`src/rtl/rat_pkg.sv`:
```
// Shared types and constants for the RAT MCU program-fetch slice.
`timescale 1ns/1ps
package rat_pkg;

    typedef enum logic [1:0] {
        FETCH = 2'd0,
        EXEC  = 2'd1,
        INTR  = 2'd2
    } fetch_state_t;

    typedef enum logic [1:0] {
        FROM_IMMED = 2'd0,
        FROM_STACK = 2'd1,
        FROM_INTR  = 2'd2
    } pc_sel_t;

    localparam int         RAT_ADDR_W     = 10;
    localparam logic [9:0] RAT_INT_VECTOR = 10'h3FF;
    localparam logic [9:0] RAT_RESET_ADDR = 10'h000;

endpackage

```
`src/rtl/program_counter.sv`:
```
// Program counter register with next-address mux; load takes priority over increment.
`timescale 1ns/1ps
module program_counter
    import rat_pkg::*;
#(
    parameter int                ADDR_W     = RAT_ADDR_W,
    parameter logic [ADDR_W-1:0] RESET_ADDR = ADDR_W'(RAT_RESET_ADDR),
    parameter logic [ADDR_W-1:0] INT_VECTOR = ADDR_W'(RAT_INT_VECTOR)
) (
    input  logic              CLK,
    input  logic              RST,
    input  logic [ADDR_W-1:0] FROM_IMMED,
    input  logic [ADDR_W-1:0] FROM_STACK,
    input  logic [1:0]        PC_MUX_SEL,
    input  logic              PC_LD,
    input  logic              PC_INC,
    output logic [ADDR_W-1:0] PC_COUNT
);

    logic [ADDR_W-1:0] pc_next_s;

    // Next-address selection; the reserved select code holds the PC.
    always_comb begin
        pc_next_s = PC_COUNT;
        if (PC_LD) begin
            case (PC_MUX_SEL)
                rat_pkg::FROM_IMMED: pc_next_s = FROM_IMMED;
                rat_pkg::FROM_STACK: pc_next_s = FROM_STACK;
                rat_pkg::FROM_INTR:  pc_next_s = INT_VECTOR;
                default:             pc_next_s = PC_COUNT;
            endcase
        end else if (PC_INC) begin
            pc_next_s = PC_COUNT + ADDR_W'(1);
        end else begin
            pc_next_s = PC_COUNT;
        end
    end

    // PC register.
    always_ff @(posedge CLK or posedge RST) begin
        if (RST) begin
            PC_COUNT <= RESET_ADDR;
        end else begin
            PC_COUNT <= pc_next_s;
        end
    end

endmodule

```
`src/rtl/pc_fetch_unit.sv`:
```
// FETCH/EXEC/INTR sequencer around the program counter; hides the ROM's one-cycle read latency.
`timescale 1ns/1ps
module pc_fetch_unit
    import rat_pkg::*;
#(
    parameter int                ADDR_W     = RAT_ADDR_W,
    parameter logic [ADDR_W-1:0] RESET_ADDR = ADDR_W'(RAT_RESET_ADDR),
    parameter logic [ADDR_W-1:0] INT_VECTOR = ADDR_W'(RAT_INT_VECTOR)
) (
    input  logic              CLK,
    input  logic              RST,
    input  logic [ADDR_W-1:0] FROM_IMMED,
    input  logic [ADDR_W-1:0] FROM_STACK,
    input  logic [1:0]        PC_MUX_SEL,
    input  logic              PC_LD,
    input  logic              PC_INC,
    input  logic              STALL,
    input  logic              INT_REQ,
    input  logic              INT_EN,
    output logic [ADDR_W-1:0] PC_COUNT,
    output logic              IR_VALID,
    output logic              INT_ACK,
    output logic [ADDR_W-1:0] SAVED_PC
);

    fetch_state_t      state_r;
    logic              ir_valid_r;
    logic              int_ack_r;
    logic              pc_ld_s;
    logic              pc_inc_s;
    logic [1:0]        pc_sel_s;
    logic [ADDR_W-1:0] pc_count_s;

    // PC control is only honoured in an unstalled EXEC; INTR forces the vector load.
    always_comb begin
        pc_ld_s  = 1'b0;
        pc_inc_s = 1'b0;
        pc_sel_s = PC_MUX_SEL;
        case (state_r)
            EXEC: begin
                if (!STALL) begin
                    pc_ld_s  = PC_LD;
                    pc_inc_s = PC_INC;
                end else begin
                    pc_ld_s  = 1'b0;
                    pc_inc_s = 1'b0;
                end
            end
            INTR: begin
                pc_ld_s  = 1'b1;
                pc_sel_s = rat_pkg::FROM_INTR;
            end
            default: begin
                pc_ld_s  = 1'b0;
                pc_inc_s = 1'b0;
            end
        endcase
    end

    // Sequencer with IR_VALID/INT_ACK registered alongside the state.
    always_ff @(posedge CLK or posedge RST) begin
        if (RST) begin
            state_r    <= FETCH;
            ir_valid_r <= 1'b0;
            int_ack_r  <= 1'b0;
        end else begin
            case (state_r)
                FETCH: begin
                    state_r    <= EXEC;
                    ir_valid_r <= 1'b1;
                    int_ack_r  <= 1'b0;
                end
                EXEC: begin
                    if (STALL) begin
                        state_r    <= EXEC;
                        ir_valid_r <= 1'b1;
                        int_ack_r  <= 1'b0;
                    end else if (INT_REQ && INT_EN) begin
                        state_r    <= INTR;
                        ir_valid_r <= 1'b0;
                        int_ack_r  <= 1'b1;
                    end else begin
                        state_r    <= FETCH;
                        ir_valid_r <= 1'b0;
                        int_ack_r  <= 1'b0;
                    end
                end
                INTR: begin
                    state_r    <= FETCH;
                    ir_valid_r <= 1'b0;
                    int_ack_r  <= 1'b0;
                end
                default: begin
                    state_r    <= FETCH;
                    ir_valid_r <= 1'b0;
                    int_ack_r  <= 1'b0;
                end
            endcase
        end
    end

    program_counter #(
        .ADDR_W     (ADDR_W),
        .RESET_ADDR (RESET_ADDR),
        .INT_VECTOR (INT_VECTOR)
    ) u_program_counter (
        .CLK        (CLK),
        .RST        (RST),
        .FROM_IMMED (FROM_IMMED),
        .FROM_STACK (FROM_STACK),
        .PC_MUX_SEL (pc_sel_s),
        .PC_LD      (pc_ld_s),
        .PC_INC     (pc_inc_s),
        .PC_COUNT   (pc_count_s)
    );

    assign PC_COUNT = pc_count_s;
    assign SAVED_PC = pc_count_s;
    assign IR_VALID = ir_valid_r;
    assign INT_ACK  = int_ack_r;

endmodule

```
`config.mk`:
```
export PLATFORM = sky130hd
export DESIGN_NAME = pc_fetch_unit
export DESIGN_NICKNAME = d
export VERILOG_FILES = /design/src/rtl/rat_pkg.sv /design/src/rtl/program_counter.sv /design/src/rtl/pc_fetch_unit.sv
export SDC_FILE = /design/constraint.sdc
export NUM_CORES = 1
export LEC_CHECK = 0
export CORE_AREA = 2 2 63 65
export CTS_CLUSTER_SIZE = 25
export DETAILED_ROUTE_END_ITERATION = 7
export DIE_AREA = 0 0 65 67
export GPL_ROUTABILITY_DRIVEN = 0
export PLACE_DENSITY_LB_ADDON = 0.25
export SYNTH_ARGS = -nofsm -noshare
export SYNTH_HDL_FRONTEND = slang
export SYNTH_HIERARCHICAL = 1
export SYNTH_SLANG_ARGS = --single-unit
```
`constraint.sdc`:
```
create_clock -name CLK -period 2.3 [get_ports CLK]
set_input_delay 0.69 -clock CLK [delete_from_list [all_inputs] [get_ports CLK]]
set_output_delay 0.69 -clock CLK [all_outputs]
set_load 0.05 [all_outputs]
```
==> results_dict.tcl <==
set metrics [dict create \
    ys.flop_type "dfrtp_1" \
    period_share 0.9974 \
    hold_path_class "reg -> reg" \
    crit_fanout 5 \
    cts.sinks 12 \
    syn_inst 132 \
    synth_area_leaders "dfrtp_1, ha_1, buf_4" \
    yosysTopAreaCellShare 0.2817 \
    pwr-share-clk 0.105 \
    die_w_um 65 \
    setup_tns_ps 0 \
    placement.io_buffers 50 \
    dieArea_mm2 0.004355 \
    maxCapViolCount 0 \
    final_core_util 0.4886 \
    drive_above_1_share 0.2888 \
    dr.pass1.iters 4 \
    cts_buffers 3 \
    power_frac_comb 0.683 \
    pwr-share-seq 0.212 \
    cp-end-kind "flip-flop" \
    yosysTopAreaCell "dfrtp_1" \
    switching_power_mw 1.082 \
    rrSetupSlack_ps 80 \
    finalHoldViolations 0 \
    initial_core_util 0.2956 \
    internal-power_mw 0.9415 \
    design_power_total_mw 2.023 \
    synth_seq_cells 12 \
    gr-total-overflow 0 \
    first_iter_violations 54 \
    area.growth.synth_to_final_pct 65.26 \
    reg2reg_to "u_program_counter/PC_COUNT[6]$_DFFE_PP0P_" \
    placeableCoreArea_mm2 0.003606 \
    ios 51 \
    vias_per_cell 5.055 \
    reg2reg_from "state_r[0]$_DFF_PP0_" \
    die_h_um 67 \
    dp_slack_ps -309.8 \
    crit_required_ps 2430 \
    worst_ep_arrival_time_ps 2420 \
    total_leakage_power_nw 0.7293 \
    synthArstFlopShare 1.000 \
    cts_buffer_depth 2 \
    cts.clk_slew.worst_paths_ps 60 \
    final_nets 225 \
    synth-seq-area-share 0.2817 \
    fin_crit_ps 2294 \
    p_sw_frac 0.5347 \
    setup_viol 0 \
    grt_pass1_wl_mm 5.064 \
    drv_slew 0 \
    yosysUniqueCellTypes 39 \
    drc 0 \
    outcome "finished, final reports clean" \
    max_freq_mhz 435.9 \
    ys_top_cells_by_count "a21oi_1, dfrtp_1, buf_4, o21ai_0, nor2_1" \
    final.setup_skew_ps 4.162 \
    root_buffer "clkbuf_8" \
    endpoint "u_program_counter/PC_COUNT[6]$_DFFE_PP0P_" \
    num_antenna_cells 0 \
    tightest_slew_ps 494.4 \
    detail-route-antenna-nets 0 \
    grt_max_degree 18 \
    slew-limit-headroom 0.6693 \
    reg2reg_depth 9 \
    ctsHoldBuffers 0 \
    rows 22 \
    final_area_mm2 0.001762 \
    syn_avg_cell_area_um2 8.076 \
    routed_wl_mm 3.403 \
    cp-start-kind "input port" \
    timing.final.ws_setup_ps 5.921 \
    tritoncts "done" \
    drt-wirelength-per-cell_um 14.48 \
    ir_worst_vdd_v 0.0004070 \
    htreeDepth 1 \
    track_usage 0.1529 \
    dp_hpwl_mm 2.433 \
    synth_edf_count 0 \
    grt_pass1_vias 1116 \
    antenna_found_initial 0 \
    ys_warn_count 6 \
    dpl_cell_area_mm2 0.001618 \
    crit_path_start "PC_MUX_SEL[1]" \
    synth_fp_nets 169 \
    path_class "in -> reg" \
    synth_area_mm2 0.001066 \
    power_density_mw_per_mm2 1149 \
    nFillCells 354 \
    clock_latency_ps 250 \
    vias 1188 \
    synthMostInstantiatedCell "a21oi_1" \
]
-- how the worst min path moves through the flow --
stage | from | end | slack (ps) | cells after the start
final | u_program_counter/PC_COUNT[9]$_DFFE_PP0P_ | u_program_counter/PC_COUNT[9]$_DFFE_PP0P_ | 600 | 2
after global routing | RST | state_r[0]$_DFF_PP0_ | 650 | 2
after CTS | RST | state_r[1]$_DFF_PP0_ | 610 | 2
after detailed placement | u_program_counter/PC_COUNT[9]$_DFFE_PP0P_ | u_program_counter/PC_COUNT[9]$_DFFE_PP0P_ | 590 | 2
after global placement | u_program_counter/PC_COUNT[9]$_DFFE_PP0P_ | u_program_counter/PC_COUNT[9]$_DFFE_PP0P_ | 560 | 2
after floorplan | RST | state_r[0]$_DFF_PP0_ | 430 | 1
-- routing by layer --
layer  GRT usage  routed length, um
met1      0.1771               1440
met2      0.2771               1777
met3     0.02534                133
met4     0.06383                 53
met5           0                  0
-- through the flow --
stage	hold slack, ps	cells
3_5_place_dp	593.2	228
6_report	597.5	235
2_1_floorplan	431.2	132
4_1_cts	608.1	234
3_3_place_gp	556.9	228
5_1_grt	648.7	235
-- power by group through the flow --
stage | Sequential (mW) | Combinational (mW) | Clock [mW]
after floorplan | 0.670 | 0.702 | 0
after global placement | 0.426 | 1.30 | 0
after detailed placement | 0.436 | 1.32 | 0
after CTS | 0.432 | 1.34 | 0.223
after global routing | 0.451 | 1.46 | 0.236
final | 0.430 | 1.38 | 0.213
-- cell usage in the layout (no fill, tap or decap), types with 2 or more instances in the layout --
master           synthesis  layout
clkdlybuf4s50_1          0      36
buf_4                   11      30
a21oi_1                 14      13
dfrtp_1                 12      10
o21ai_0                 11       9
nor2_1                  10       8
nand3_1                  7       7
nand2_1                  6       6
inv_1                    7       5
ha_1                     8       5
clkbuf_8                 0       3
o32a_1                   3       3
or3_1                    3       3
nor3_1                   4       3
ha_4                     0       3
dfrtp_2                  0       2
nor2_2                   0       2
a31oi_1                  2       2
o21ai_1                  0       2
nor2b_1                  3       2
nor4_1                   2       2
-- layout make-up --
type	count	area [um^2]	share of cell area
multi-input combinational	96	708.2	0.4020
timing repair buffer	68	616.8	0.3501
sequential	12	302.8	0.1719
tap	48	60.06	0.03409
clock buffer	4	45.04	0.02557
inverter	7	28.78	0.01634
-- what timing repair did --
action,in CTS,in global routing
setup endpoints to repair,2,9
gates resized for setup,2,18
setup buffers,2,1
pin swaps,3,3
-- cells by family (layout without fill, tap and decap cells) --
group / count (synthesis) / count (layout) / synth area share
fa+ha+maj: 8 / 8 / 0.09390
buf+inv: 24 / 79 / 0.1244
compound gates: 40 / 40 / 0.2359
simple gates: 48 / 48 / 0.2641
flops: 12 / 12 / 0.2817
-- registers in the layout, summed over array words and instances, names as in the netlist --
name / cells
u_program_counter/PC_COUNT: 10
state_r: 2
-- worst max-delay path: stages --
cell	delay [ps]
clkdlybuf4s50_1	400
or2_4	260
inv_4	80
ha_4	140
nor3_4	50
a21o_1	250
buf_6	150
a2111o_1	410
(Power assumes the default switching activity.)
